`src/rtl/mul_rs_dispatch_pkg.sv`:
```
`default_nettype none
// ============================================================================
// tomasulo_pkg : shared types and constants for the mul/div reservation station
// Rev 1.0
// ============================================================================
package tomasulo_pkg;

   localparam int TAG_W  = 3;
   localparam int DATA_W = 8;
   localparam int AGE_W  = 2;

   localparam logic [3:0] FUNC_MUL = 4'b0010;
   localparam logic [3:0] FUNC_DIV = 4'b0011;

   typedef struct packed {
      logic              busy;
      logic              disp;
      logic [3:0]        func;
      logic [3:0]        rd;
      logic [TAG_W-1:0]  rob;
      logic              s1_rdy;
      logic [DATA_W-1:0] s1_val;
      logic [TAG_W-1:0]  s1_tag;
      logic              s2_rdy;
      logic [DATA_W-1:0] s2_val;
      logic [TAG_W-1:0]  s2_tag;
      logic [AGE_W-1:0]  age;
   } rs_entry_t;

   typedef enum logic [1:0] {
      IDLE = 2'd0,
      DISP = 2'd1,
      WAIT = 2'd2
   } disp_state_t;

endpackage
`default_nettype wire

```
`src/rtl/mul_rs_dispatch_if.sv`:
```
`default_nettype none
// ============================================================================
// mul_rs_dispatch_if : dispatch / completion bus to the mul/div execution unit
// Rev 1.0
// ============================================================================
interface mul_rs_dispatch_if #(
   parameter int DATA_W = 8,
   parameter int TAG_W  = 3
);
   logic              ex_b;
   logic [TAG_W-1:0]  rs_index;
   logic [DATA_W-1:0] rs1_data;
   logic [DATA_W-1:0] rs2_data;
   logic [3:0]        func;
   logic [TAG_W-1:0]  rob_ind;
   logic [3:0]        rd;
   logic              ex_done;
   logic [TAG_W-1:0]  ex_done_idx;

   modport master (
      output ex_b, rs_index, rs1_data, rs2_data, func, rob_ind, rd,
      input  ex_done, ex_done_idx
   );

   modport slave (
      input  ex_b, rs_index, rs1_data, rs2_data, func, rob_ind, rd,
      output ex_done, ex_done_idx
   );
endinterface
`default_nettype wire

```
`src/rtl/mul_rs_dispatch_age_select.sv`:
```
`default_nettype none
// ============================================================================
// rs_age_select : combinational picker of the oldest (highest-age) ready entry
// Rev 1.0
// ============================================================================
module rs_age_select #(
   parameter int RS_DEPTH = 3,
   parameter int AGE_W    = 2,
   parameter int IDX_W    = 2
) (
   input  logic [RS_DEPTH-1:0]            req,
   input  logic [RS_DEPTH-1:0][AGE_W-1:0] age,
   output logic                           valid,
   output logic [IDX_W-1:0]               idx
);

   logic [AGE_W-1:0] w_best;

   always_comb begin
      valid  = 1'b0;
      idx    = '0;
      w_best = '0;
      for (int i = 0; i < RS_DEPTH; i++) begin
         if (req[i] && (!valid || (age[i] > w_best))) begin
            valid  = 1'b1;
            idx    = IDX_W'(i);
            w_best = age[i];
         end
      end
   end

endmodule
`default_nettype wire

```
`src/rtl/mul_rs_dispatch.sv`:
```
`default_nettype none
// ============================================================================
// mul_rs_dispatch : mul/div reservation station with single-issue dispatch FSM
// Rev 1.0
// ============================================================================
module mul_rs_dispatch
   import tomasulo_pkg::*;
#(
   parameter int RS_DEPTH = 3,
   parameter int DATA_W   = tomasulo_pkg::DATA_W,
   parameter int TAG_W    = tomasulo_pkg::TAG_W
) (
   input  logic              clk1,
   input  logic              rst_n,
   input  logic              iss_valid,
   output logic              iss_ready,
   input  logic [3:0]        iss_func,
   input  logic [3:0]        iss_rd,
   input  logic [TAG_W-1:0]  iss_rob,
   input  logic              iss_s1_rdy,
   input  logic              iss_s2_rdy,
   input  logic [DATA_W-1:0] iss_s1_val,
   input  logic [DATA_W-1:0] iss_s2_val,
   input  logic [TAG_W-1:0]  iss_s1_tag,
   input  logic [TAG_W-1:0]  iss_s2_tag,
   input  logic              cdb_valid,
   input  logic [TAG_W-1:0]  cdb_tag,
   input  logic [DATA_W-1:0] cdb_data,
   input  logic              flush,
   mul_rs_dispatch_if.master ex_if,
   output logic [2:0]        occupancy
);

   localparam int IDX_W = (RS_DEPTH > 2) ? 2 : 1;

   rs_entry_t   r_ent     [RS_DEPTH];
   rs_entry_t   w_ent_nxt [RS_DEPTH];
   rs_entry_t   w_new;
   disp_state_t r_state;
   disp_state_t w_state_nxt;

   logic [RS_DEPTH-1:0]            w_busy;
   logic [RS_DEPTH-1:0]            w_ready;
   logic [RS_DEPTH-1:0][AGE_W-1:0] w_age;
   logic                           w_sel_valid;
   logic [IDX_W-1:0]               w_sel_idx;
   logic                           w_free_found;
   logic [IDX_W-1:0]               w_free_idx;
   logic                           w_iss_fire;
   logic                           w_go_disp;
   logic                           w_done_ok;
   logic [IDX_W-1:0]               w_done_idx;
   logic [AGE_W-1:0]               w_done_age;
   logic [2:0]                     w_occ;
   logic                           w_ex_b;
   logic                           r_squash;

   logic [TAG_W-1:0]  r_rs_index;
   logic [DATA_W-1:0] r_rs1_data;
   logic [DATA_W-1:0] r_rs2_data;
   logic [3:0]        r_func;
   logic [TAG_W-1:0]  r_rob_ind;
   logic [3:0]        r_rd;

   for (genvar g = 0; g < RS_DEPTH; g++) begin : g_flat
      assign w_busy[g]  = r_ent[g].busy;
      assign w_ready[g] = r_ent[g].busy && !r_ent[g].disp && r_ent[g].s1_rdy && r_ent[g].s2_rdy;
      assign w_age[g]   = r_ent[g].age;
   end

   rs_age_select #(
      .RS_DEPTH (RS_DEPTH),
      .AGE_W    (AGE_W),
      .IDX_W    (IDX_W)
   ) u_age_select (
      .req   (w_ready),
      .age   (w_age),
      .valid (w_sel_valid),
      .idx   (w_sel_idx)
   );

   always_comb begin
      w_free_found = 1'b0;
      w_free_idx   = '0;
      for (int i = RS_DEPTH - 1; i >= 0; i--) begin
         if (!w_busy[i]) begin
            w_free_found = 1'b1;
            w_free_idx   = IDX_W'(i);
         end
      end
   end

   always_comb begin
      w_occ = '0;
      for (int i = 0; i < RS_DEPTH; i++) begin
         w_occ = w_occ + {2'b00, w_busy[i]};
      end
   end

   assign iss_ready  = w_free_found;
   assign occupancy  = w_occ;
   assign w_iss_fire = iss_valid && w_free_found && !flush;
   assign w_go_disp  = (r_state == IDLE) && w_sel_valid && !flush;
   assign w_done_idx = r_rs_index[IDX_W-1:0];
   assign w_done_age = r_ent[w_done_idx].age;
   assign w_done_ok  = (r_state == WAIT) && ex_if.ex_done && !flush &&
                       (ex_if.ex_done_idx == r_rs_index);

   // Incoming operands can be satisfied by the CDB result of this same cycle.
   always_comb begin
      w_new        = '0;
      w_new.busy   = 1'b1;
      w_new.func   = iss_func;
      w_new.rd     = iss_rd;
      w_new.rob    = iss_rob;
      w_new.s1_tag = iss_s1_tag;
      w_new.s2_tag = iss_s2_tag;
      if (iss_s1_rdy) begin
         w_new.s1_rdy = 1'b1;
         w_new.s1_val = iss_s1_val;
      end else if (cdb_valid && (cdb_tag == iss_s1_tag)) begin
         w_new.s1_rdy = 1'b1;
         w_new.s1_val = cdb_data;
      end
      if (iss_s2_rdy) begin
         w_new.s2_rdy = 1'b1;
         w_new.s2_val = iss_s2_val;
      end else if (cdb_valid && (cdb_tag == iss_s2_tag)) begin
         w_new.s2_rdy = 1'b1;
         w_new.s2_val = cdb_data;
      end
   end

   always_comb begin
      for (int i = 0; i < RS_DEPTH; i++) begin
         w_ent_nxt[i] = r_ent[i];
         if (r_ent[i].busy) begin
            if (cdb_valid && !r_ent[i].s1_rdy && (r_ent[i].s1_tag == cdb_tag)) begin
               w_ent_nxt[i].s1_rdy = 1'b1;
               w_ent_nxt[i].s1_val = cdb_data;
            end
            if (cdb_valid && !r_ent[i].s2_rdy && (r_ent[i].s2_tag == cdb_tag)) begin
               w_ent_nxt[i].s2_rdy = 1'b1;
               w_ent_nxt[i].s2_val = cdb_data;
            end
            // Decrement before increment so a free+issue cycle keeps ages unique.
            if (w_done_ok && (r_ent[i].age > w_done_age)) begin
               w_ent_nxt[i].age = r_ent[i].age - 1'b1;
            end
            if (w_iss_fire && (w_ent_nxt[i].age < AGE_W'(RS_DEPTH - 1))) begin
               w_ent_nxt[i].age = w_ent_nxt[i].age + 1'b1;
            end
         end
         if (w_go_disp && (w_sel_idx == IDX_W'(i))) begin
            w_ent_nxt[i].disp = 1'b1;
         end
         if (w_done_ok && (w_done_idx == IDX_W'(i))) begin
            w_ent_nxt[i].busy = 1'b0;
            w_ent_nxt[i].disp = 1'b0;
         end
         if (w_iss_fire && (w_free_idx == IDX_W'(i))) begin
            w_ent_nxt[i] = w_new;
         end
         if (flush) begin
            w_ent_nxt[i].busy = 1'b0;
            w_ent_nxt[i].disp = 1'b0;
         end
      end
   end

   always_ff @(posedge clk1 or negedge rst_n) begin
      if (!rst_n) begin
         for (int i = 0; i < RS_DEPTH; i++) begin
            r_ent[i] <= '0;
         end
      end else begin
         for (int i = 0; i < RS_DEPTH; i++) begin
            r_ent[i] <= w_ent_nxt[i];
         end
      end
   end

   always_ff @(posedge clk1 or negedge rst_n) begin
      if (!rst_n) begin
         r_state <= IDLE;
      end else begin
         r_state <= w_state_nxt;
      end
   end

   always_comb begin
      w_state_nxt = r_state;
      unique case (r_state)
         IDLE:    if (w_sel_valid) w_state_nxt = DISP;
         DISP:    w_state_nxt = WAIT;
         WAIT:    if (w_done_ok) w_state_nxt = IDLE;
         default: w_state_nxt = IDLE;
      endcase
      if (flush) begin
         w_state_nxt = IDLE;
      end
   end

   always_comb begin
      w_ex_b = (r_state == DISP);
   end

   // Operands are latched on the IDLE->DISP edge and held until the next dispatch.
   always_ff @(posedge clk1 or negedge rst_n) begin
      if (!rst_n) begin
         r_rs_index <= '0;
         r_rs1_data <= '0;
         r_rs2_data <= '0;
         r_func     <= '0;
         r_rob_ind  <= '0;
         r_rd       <= '0;
      end else if (w_go_disp) begin
         r_rs_index <= TAG_W'(w_sel_idx);
         r_rs1_data <= r_ent[w_sel_idx].s1_val;
         r_rs2_data <= r_ent[w_sel_idx].s2_val;
         r_func     <= r_ent[w_sel_idx].func;
         r_rob_ind  <= r_ent[w_sel_idx].rob;
         r_rd       <= r_ent[w_sel_idx].rd;
      end
   end

   // Remembers that an in-flight op was squashed so its late completion is tolerated.
   always_ff @(posedge clk1 or negedge rst_n) begin
      if (!rst_n) begin
         r_squash <= 1'b0;
      end else if (flush && (r_state != IDLE)) begin
         r_squash <= 1'b1;
      end else if (ex_if.ex_done) begin
         r_squash <= 1'b0;
      end
   end

   assign ex_if.ex_b     = w_ex_b;
   assign ex_if.rs_index = r_rs_index;
   assign ex_if.rs1_data = r_rs1_data;
   assign ex_if.rs2_data = r_rs2_data;
   assign ex_if.func     = r_func;
   assign ex_if.rob_ind  = r_rob_ind;
   assign ex_if.rd       = r_rd;

   a_done_legal: assert property (@(posedge clk1) disable iff (!rst_n)
      ex_if.ex_done |-> ((r_state == WAIT) && (ex_if.ex_done_idx == r_rs_index)) || r_squash || flush);

   a_func_legal: assert property (@(posedge clk1) disable iff (!rst_n)
      w_iss_fire |-> ((iss_func == FUNC_MUL) || (iss_func == FUNC_DIV)));

endmodule
`default_nettype wire
```
`src/flat_wrapper.sv`:
```
// flat-port wrapper written by rule: the top's interface ports become plain ports
module mul_rs_dispatch_flat import tomasulo_pkg::*;
#(
   parameter int RS_DEPTH = 3,
   parameter int DATA_W   = tomasulo_pkg::DATA_W,
   parameter int TAG_W    = tomasulo_pkg::TAG_W
)
  (clk1, rst_n, iss_valid, iss_ready, iss_func, iss_rd, iss_rob, iss_s1_rdy, iss_s2_rdy, iss_s1_val, iss_s2_val, iss_s1_tag, iss_s2_tag, cdb_valid, cdb_tag, cdb_data, flush, occupancy, ex_if_ex_b, ex_if_rs_index, ex_if_rs1_data, ex_if_rs2_data, ex_if_func, ex_if_rob_ind, ex_if_rd, ex_if_ex_done, ex_if_ex_done_idx);
  mul_rs_dispatch_if #(.DATA_W(DATA_W), .TAG_W(TAG_W)) ex_if_i ();
  input  logic clk1;
  input  logic rst_n;
  input  logic iss_valid;
  output logic iss_ready;
  input  logic [3:0] iss_func;
  input  logic [3:0] iss_rd;
  input  logic [TAG_W-1:0] iss_rob;
  input  logic iss_s1_rdy;
  input  logic iss_s2_rdy;
  input  logic [DATA_W-1:0] iss_s1_val;
  input  logic [DATA_W-1:0] iss_s2_val;
  input  logic [TAG_W-1:0] iss_s1_tag;
  input  logic [TAG_W-1:0] iss_s2_tag;
  input  logic cdb_valid;
  input  logic [TAG_W-1:0] cdb_tag;
  input  logic [DATA_W-1:0] cdb_data;
  input  logic flush;
  output logic [2:0] occupancy;
  output wire logic [$bits(ex_if_i.ex_b)-1:0] ex_if_ex_b;
  output wire logic [$bits(ex_if_i.rs_index)-1:0] ex_if_rs_index;
  output wire logic [$bits(ex_if_i.rs1_data)-1:0] ex_if_rs1_data;
  output wire logic [$bits(ex_if_i.rs2_data)-1:0] ex_if_rs2_data;
  output wire logic [$bits(ex_if_i.func)-1:0] ex_if_func;
  output wire logic [$bits(ex_if_i.rob_ind)-1:0] ex_if_rob_ind;
  output wire logic [$bits(ex_if_i.rd)-1:0] ex_if_rd;
  input wire logic [$bits(ex_if_i.ex_done)-1:0] ex_if_ex_done;
  input wire logic [$bits(ex_if_i.ex_done_idx)-1:0] ex_if_ex_done_idx;
  assign ex_if_ex_b = ex_if_i.ex_b;
  assign ex_if_rs_index = ex_if_i.rs_index;
  assign ex_if_rs1_data = ex_if_i.rs1_data;
  assign ex_if_rs2_data = ex_if_i.rs2_data;
  assign ex_if_func = ex_if_i.func;
  assign ex_if_rob_ind = ex_if_i.rob_ind;
  assign ex_if_rd = ex_if_i.rd;
  assign ex_if_i.ex_done = ex_if_ex_done;
  assign ex_if_i.ex_done_idx = ex_if_ex_done_idx;
  mul_rs_dispatch #(.RS_DEPTH(RS_DEPTH), .DATA_W(DATA_W), .TAG_W(TAG_W)) u_core (.clk1(clk1), .rst_n(rst_n), .iss_valid(iss_valid), .iss_ready(iss_ready), .iss_func(iss_func), .iss_rd(iss_rd), .iss_rob(iss_rob), .iss_s1_rdy(iss_s1_rdy), .iss_s2_rdy(iss_s2_rdy), .iss_s1_val(iss_s1_val), .iss_s2_val(iss_s2_val), .iss_s1_tag(iss_s1_tag), .iss_s2_tag(iss_s2_tag), .cdb_valid(cdb_valid), .cdb_tag(cdb_tag), .cdb_data(cdb_data), .flush(flush), .ex_if(ex_if_i), .occupancy(occupancy));
endmodule
```
`config.mk`:
```
export PLATFORM = sky130hd
export DESIGN_NAME = mul_rs_dispatch_flat
export DESIGN_NICKNAME = d
export VERILOG_FILES = /design/src/rtl/mul_rs_dispatch_pkg.sv /design/src/rtl/mul_rs_dispatch_if.sv /design/src/rtl/mul_rs_dispatch_age_select.sv /design/src/rtl/mul_rs_dispatch.sv /design/src/flat_wrapper.sv
export SDC_FILE = /design/constraint.sdc
export NUM_CORES = 1
export LEC_CHECK = 0
export BUFFER_PORTS_ARGS = -buffer_cell sky130_fd_sc_hd__clkbuf_2
export CORE_ASPECT_RATIO = 0.75
export CORE_MARGIN = 2
export CORE_UTILIZATION = 55
export DETAILED_ROUTE_END_ITERATION = 7
export HOLD_SLACK_MARGIN = 0.1
export PLACE_DENSITY = 0.82
export SLEW_MARGIN = 20
export SYNTH_ARGS = -nofsm -noshare
export SYNTH_HDL_FRONTEND = slang
export SYNTH_SLANG_ARGS = --single-unit
```
`constraint.sdc`:
```
create_clock -name clk1 -period 8.9 [get_ports clk1]
set_input_delay 0.445 -clock clk1 [delete_from_list [all_inputs] [get_ports clk1]]
set_output_delay 0.445 -clock clk1 [all_outputs]
set_load 0.1 [all_outputs]
```
==> results.md, run 1 <==
- Clk buf depth: 2
- TritonCTS clock tree: built
- CTS buffer count: 17
- Vias in the first global route: 6719
- Root Driver: clkbuf_16
- Post-Synthesis Cells: 851
- Slew headroom: 0.283
- Seq pwr share: 0.398
- Minimum clock period: 4.86 ns
- Setup violations, final: 0
- Clock net sink count: 148
- Min-delay src: iss_rd[3]
- Switching share of total power: 0.378
- Layout cells sized above 1: 0.200
- Largest net degree at the start of global routing: 81
- Mapped Avg Cell Area: 9.41 um2
- Residual DRC: 0
- Pre-antenna DRT Iters: 6
- EDFF count, synth: 0
- Fmax: 206 MHz
- R2R depth: 15
- VDD IR max: 0.153 mV
- Core ar.: 14400 um2
- Clock power frac: 0.303
- CP Capture Type: register
- Post-synth ARST share: 1.00
- Count leader, synth: nand2_1
- Gr usage total: 0.299
- Overflow after GRT: 0
- Lkg Pwr: 4.21 nW
- Synth Flop Type: dfrtp_1
- Critical Path Start Type: register
- Slew Viols, Final: 0
- Fill count: 1170
- Via density: 6.20
- Nets@finish: 980
- Hold depth: 3
- Die Wd: 143 um
- First-pass GRT wire length: 35.6 mm
- # Post-CTS Setup Buffers: 0
- DIE AREA: 15600 um2
- Total Power: 2.49 mW
- H-tree Lvls: 4
- Critical path data required time: 9.23 ns
- Clock transition at the registers of the reported paths: 0.06 ns
- P&R area growth vs syn: 15.0%
- Syn nets: 922
- Power per Cell Area: 270 nW/um2
- Sequential area share after synthesis: 0.462
- Synth top cells by count: nand2_1 (193), dfrtp_1 (148), a21oi_1 (73)
- # port buffers: 88
- Top Ports: 90
- Final wirelength: 22.4 mm
- RSZ-0062 raised after global routing: no
- Initial antenna violation count: 0
- Pint: 1.55 mW
- Reg2reg start: u_core.r_ent[116]
- Yosys reg bits: 148
- Initial Util: 0.558
- Min-delay worst type: input port to register
- 1st-iter DRT viols: 710
- Drt wl/cell: 20.0 um
- MaxCap Viol Count: 0
- Hold WS: 0.254 ns
- Type of the worst setup path: register to register
- Post-synth design cell area: 8010 um2
- Worst setup startpoint: u_core.r_ent[116]
- Period utilization: 0.546
- Final ANT Viol Nets: 0
- Arr. time, crit path: 5.19 ns
- Post-DP HPWL: 14.5 mm
- Die H: 109 um
- Synth top area cells: dfrtp_1 (46%), nand2_1 (9.0%), mux2i_1 (6.2%)
- Crit path max fanout: 27
- Comb pwr share: 0.299
- Setup total negative slack: 0 ns
- Global placement routability congestion: 0.905
- Net switching power: 0.940 mW
- Status: completed
- Ant diodes: 0
- Row cnt: 38
- Post-cts resize count: 0
- Area leader, netlist: dfrtp_1
- Yosys top cell area share: 0.462
- Later-pin clock latency in the skew report: 0.42 ns
- Final Hold Fails: 0
- Vias after detailed routing: 6962
- Yosys warning total: 0
- Setup Skew: 0.00636 ns
- Worst Tran Pin Value: 1.07 ns
- Synth cell types: 61
==> final cells by class <==
| type | instances | area [um2] | area share |
|---|---|---|---|
| multi-input combinational | 623 | 4020 | 0.437 |
| sequential | 148 | 3700 | 0.402 |
| timing repair buffer | 101 | 551 | 0.0598 |
| clock buffer | 19 | 433 | 0.0470 |
| tap | 200 | 250 | 0.0272 |
| clock inverter | 13 | 184 | 0.0200 |
| inverter | 18 | 67.6 | 0.00733 |
==> critical path, stage by stage (launching register included) <==
cell and delay [ns]:
dfrtp_1 0.66, and4b_1 0.44, nand2_1 0.13, ha_1 0.32, nor2b_1 0.13, o21ai_0 0.21, a21oi_4 0.37, buf_4 0.49
mux2_2 0.39, ha_1 0.19, nor2b_1 0.16, o211ai_1 0.10, buf_4 0.25, nand2_1 0.46, o21ai_0 0.21, a41oi_1 0.25
==> routing by layer <==
layer / track usage / share of wire
met1: 0.427 / 0.43
met2: 0.458 / 0.45
met3: 0.0678 / 0.094
met4: 0.0938 / 0.019
met5: 0 / 0
==> stage by stage <==
step           setup slack (ns)  utilization  std cells  instance area [um2]
5_1_grt                    3.76        0.642       1122                 9210
2_1_floorplan              5.16            -        851                 8010
6_report                   4.04        0.642       1122                 9210
4_1_cts                    4.07        0.641       1122                 9200
3_3_place_gp               4.38        0.597       1089                 8570
3_5_place_dp               4.12        0.597       1089                 8570
==> timing repair <==
item	in CTS	in global routing
hold buffers	1	0
endpoints found under the hold margin	68	0
setup endpoints to repair	0	0
==> final timing paths <==
check,endpoint,slack [ns]
max in group asynchronous,u_core.r_ent[16],7.16
worst max-delay path,u_core.ex_if.rob_ind[1],4.04
min in group asynchronous,u_core.r_ent[85],0.58
worst min register to register,u_core.r_ent[27],0.47
worst min-delay path,u_core.r_ent[110],0.25
worst max register to register,u_core.ex_if.rob_ind[1],4.04
==> layout by cell type, fill, tap and decap left out, types with 3 or more instances in the layout <==
master,instances
xor2_1,10
a211o_1,3
a32oi_1,4
clkinvlp_4,3
ha_1,15
a41oi_1,3
clkinv_4,3
mux2i_1,50
xnor2_1,16
and3_1,7
o221ai_1,6
nand3_1,24
nor3_1,5
dfrtp_1,148
o21ai_0,34
nor2_1,28
clkbuf_2,87
nand4_1,4
and2_1,3
clkinv_2,3
nand2_1,193
a2bb2oi_1,5
a22oi_1,19
a21oi_1,71
clkbuf_16,17
bufinv_16,4
nand2b_1,6
inv_1,18
buf_4,11
nor2b_1,8
mux2_2,29
a221o_2,7
a31oi_1,4
a221o_1,3
a21o_1,17
o211ai_1,7
==> state kept, by name (all words and copies together) (netlist names) <==
| name | count |
|---|---|
| u_core.ex_if.rs2_data | 8 |
| u_core.r_ent | 117 |
| u_core.ex_if.rob_ind | 3 |
| u_core.r_state | 2 |
| u_core.ex_if.rs_index | 2 |
| u_core.ex_if.rs1_data | 8 |
| u_core.ex_if.func | 4 |
| u_core.ex_if.rd | 4 |
==> power by group through the flow <==
stage / clock network [mW] / logic [mW] / registers [mW]
5_1_grt: 0.790 / 0.809 / 1.01
3_5_place_dp: 0 / 0.737 / 0.994
4_1_cts: 0.758 / 0.742 / 0.986
2_1_floorplan: 0 / 0.373 / 1.17
3_3_place_gp: 0 / 0.717 / 0.990
6_report: 0.754 / 0.744 / 0.991
==> kinds of logic after synthesis <==
logic type               synth area share
flip-flops                          0.462
multiplexers                        0.103
AO/OA/AOI/OAI                       0.169
AND/OR/NAND/NOR                     0.167
XOR/XNOR                           0.0284
adder cells (fa/ha/maj)            0.0259
buffers and inverters              0.0437
other                            0.000468
No activity file was read; power rests on OpenSTA's default activity.
==> run 2: changes to the inputs <==
- ABC_AREA: default -> 1
- CORE_UTILIZATION: 55 -> 54
- PLACE_DENSITY: 0.82 -> 0.83
- clock period: 8.9 -> 4.2 ns (I/O delays scaled with it)
==> results.md, run 2 <==
- Worst hold endpoint: u_core.r_ent[80]
- Clock transition at the registers of the reported paths: 0.06 ns
- Vias in the first global route: 7571
- 1st-iter DRT viols: 956
- Synth Flop Type: dfrtp_1
- Arr. time, crit path: 3.80 ns
- DIE AREA: 16100 um2
- Initial antenna violation count: 0
- Clock net sink count: 148
- TritonCTS clock tree: built
- Max FFs per register: 117
- Critical Path Start Type: register
- Period utilization: 0.830
- Status: completed
- Final Hold Fails: 0
- R2R depth: 22
- Clk buf depth: 2
- Crit path max fanout: 17
- Die Wd: 146 um
- Final wirelength: 24.4 mm
- Post-synth ARST share: 1.00
- Reg2Reg Capture Point: u_core.ex_if.rs1_data[0]
- Reg2reg start: u_core.r_ent[116]
- Largest Register: u_core.r_ent
- Lkg Pwr: 4.89 nW
- RSZ-0062 raised after global routing: no
- Pre-antenna DRT Iters: 6
- MaxCap Viol Count: 0
- Fill count: 1290
- Fmax: 287 MHz
- Synth cell types: 40
- Min-delay src: iss_s2_tag[0]
- Count leader, synth: nand2_1
- Synth top area cells: dfrtp_1 (45%), nand2_1 (14%), nand3_1 (13%)
- Core ar.: 14600 um2
- Post-cts resize count: 0
- Via density: 5.83
- H-tree Lvls: 4
- CTS hold repair buffers: 20
- Residual DRC: 0
- First-pass GRT wire length: 39.5 mm
- Gr usage total: 0.309
- Root Driver: clkbuf_16
- # port buffers: 88
- Row cnt: 38
- Critical path data required time: 4.52 ns
- Syn nets: 1167
- Hold depth: 3
- Global placement routability congestion: 0.939
- Final ANT Viol Nets: 0
- Most frequent cells in the layout: nand2_1 (302), nand3_1 (206), dfrtp_1 (148)
- Initial Util: 0.558
- Setup violations, final: 0
- Later-pin clock latency in the skew report: 0.43 ns
- CTS buffer count: 17
- Power per Cell Area: 664 nW/um2
- Overflow after GRT: 0
- Slew headroom: 0.322
- Final WS setup: 0.715 ns
- Post-Synthesis Cells: 1096
- Commonest non-fill, non-tap cell in the layout: nand2_1
- Largest net degree at the start of global routing: 73
- Hold WS: 0.122 ns
- Post-DP HPWL: 16.1 mm
- Yosys warning total: 0
- # Post-CTS Setup Buffers: 0
- Setup Skew: 0.00869 ns
- P&R area growth vs syn: 15.8%
- Worst Tran Pin Value: 1.02 ns
- VDD IR max: 0.314 mV
- R2R Setup Slk: 0.72 ns
- Type of the worst setup path: register to register
- Nets@finish: 1251
- Top Ports: 90
- Ant diodes: 0
- Setup total negative slack: 0 ns
- Layout cells sized above 1: 0.131
- Area leader, netlist: dfrtp_1
- Sequential area share after synthesis: 0.453
- Minimum clock period: 3.48 ns
- Slew Viols, Final: 0
- Mapped Avg Cell Area: 7.46 um2
- Die H: 111 um
- Placement Setup Slack: 0.784 ns
- Yosys top cell area share: 0.453
- Synth top cells by count: nand2_1 (302), nand3_1 (206), dfrtp_1 (148)
- EDFF count, synth: 0
- Yosys reg bits: 148
- Drt wl/cell: 17.5 um
- Vias after detailed routing: 8114
- Post-synth design cell area: 8170 um2
- CP Capture Type: register
- Min-delay worst type: input port to register
-- run 2: cell types whose count changed after synthesis, moves of 19 or more --
cell,before,now
inv_1,18,89
nand3_1,25,206
mux2i_1,50,0
o21ai_0,34,64
o21ai_1,1,22
clkbuf_1,36,9
nor2_1,28,105
a22oi_1,19,0
mux2_2,29,0
a21oi_1,73,5
nand2_1,193,302
-- run 2: area by class of cell --
cell class | instances | area [um2] | share of cell area
Multi-Input combinational cell | 788 | 3740 | 0.395
Sequential cell | 148 | 3700 | 0.391
Timing Repair Buffer | 117 | 714 | 0.0755
Clock buffer | 19 | 443 | 0.0468
Inverter | 108 | 410 | 0.0434
Tap cell | 200 | 250 | 0.0265
Clock inverter | 12 | 201 | 0.0213
-- run 2: critical path, cell delays in order (launching register included) --
cell	delay, ns
dfrtp_1	0.58
nand4_2	0.19
inv_1	0.10
nand2_1	0.07
ha_1	0.30
inv_1	0.06
nor2_1	0.04
o21ai_0	0.19
nand2_1	0.09
nand2_2	0.14
nand2_1	0.07
o21ai_0	0.08
ha_1	0.26
inv_1	0.05
nor2_1	0.03
o21ai_0	0.14
nand2_1	0.09
nand2_2	0.21
inv_2	0.22
nand2_1	0.12
nand2_1	0.08
nor2_1	0.18
nor2_1	0.06
-- run 2: stage by stage --
step / instances / instance area (um2) / util / total power [mW]
2_1_floorplan: 1096 / 8170 / - / 4.05
3_3_place_gp: 1341 / 8620 / 0.588 / 4.48
3_5_place_dp: 1341 / 8620 / 0.588 / 4.55
4_1_cts: 1392 / 9460 / 0.646 / 6.25
5_1_grt: 1392 / 9460 / 0.646 / 6.57
6_report: 1392 / 9460 / 0.646 / 6.28
-- run 2: how the worst max path moves through the flow --
stage	start	endpoint	slack [ns]	cells after the start
3_5_place_dp	u_core.r_ent[116]	u_core.ex_if.rs1_data[3]	0.78	21
2_1_floorplan	u_core.r_ent[116]	u_core.ex_if.rs1_data[3]	1.20	23
3_3_place_gp	u_core.r_ent[116]	u_core.ex_if.func[3]	0.99	21
6_report	u_core.r_ent[116]	u_core.ex_if.rs1_data[0]	0.72	22
5_1_grt	u_core.r_ent[116]	u_core.ex_if.func[1]	0.36	22
4_1_cts	u_core.r_ent[116]	u_core.ex_if.rs1_data[3]	0.78	21
-- run 2: power by group --
group | switching [mW] | leakage (nW) | internal (mW)
clock | 0.628 | 0.310 | 1.07
combinational | 1.85 | 2.71 | 0.561
sequential | 0.322 | 1.87 | 1.85
-- run 2: cell families (layout without fill, tap and decap cells) --
group           after synthesis  in the layout  synth area share
simple gates                644            644             0.340
fa+ha+maj                    16             16            0.0254
xor+xnor                     17             17            0.0182
buf+inv                     160            256            0.0894
flops                       148            148             0.453
other cells                   1              1          0.000459
compound gates              110            110            0.0729
-- run 2: metal layers --
metal  vias up  part of all wire  track usage
met5         -                 0            0
met4         0             0.023        0.107
met3        58              0.13       0.0893
met2       560              0.43        0.451
met1      3787              0.42        0.443
li1       3709                 -            -
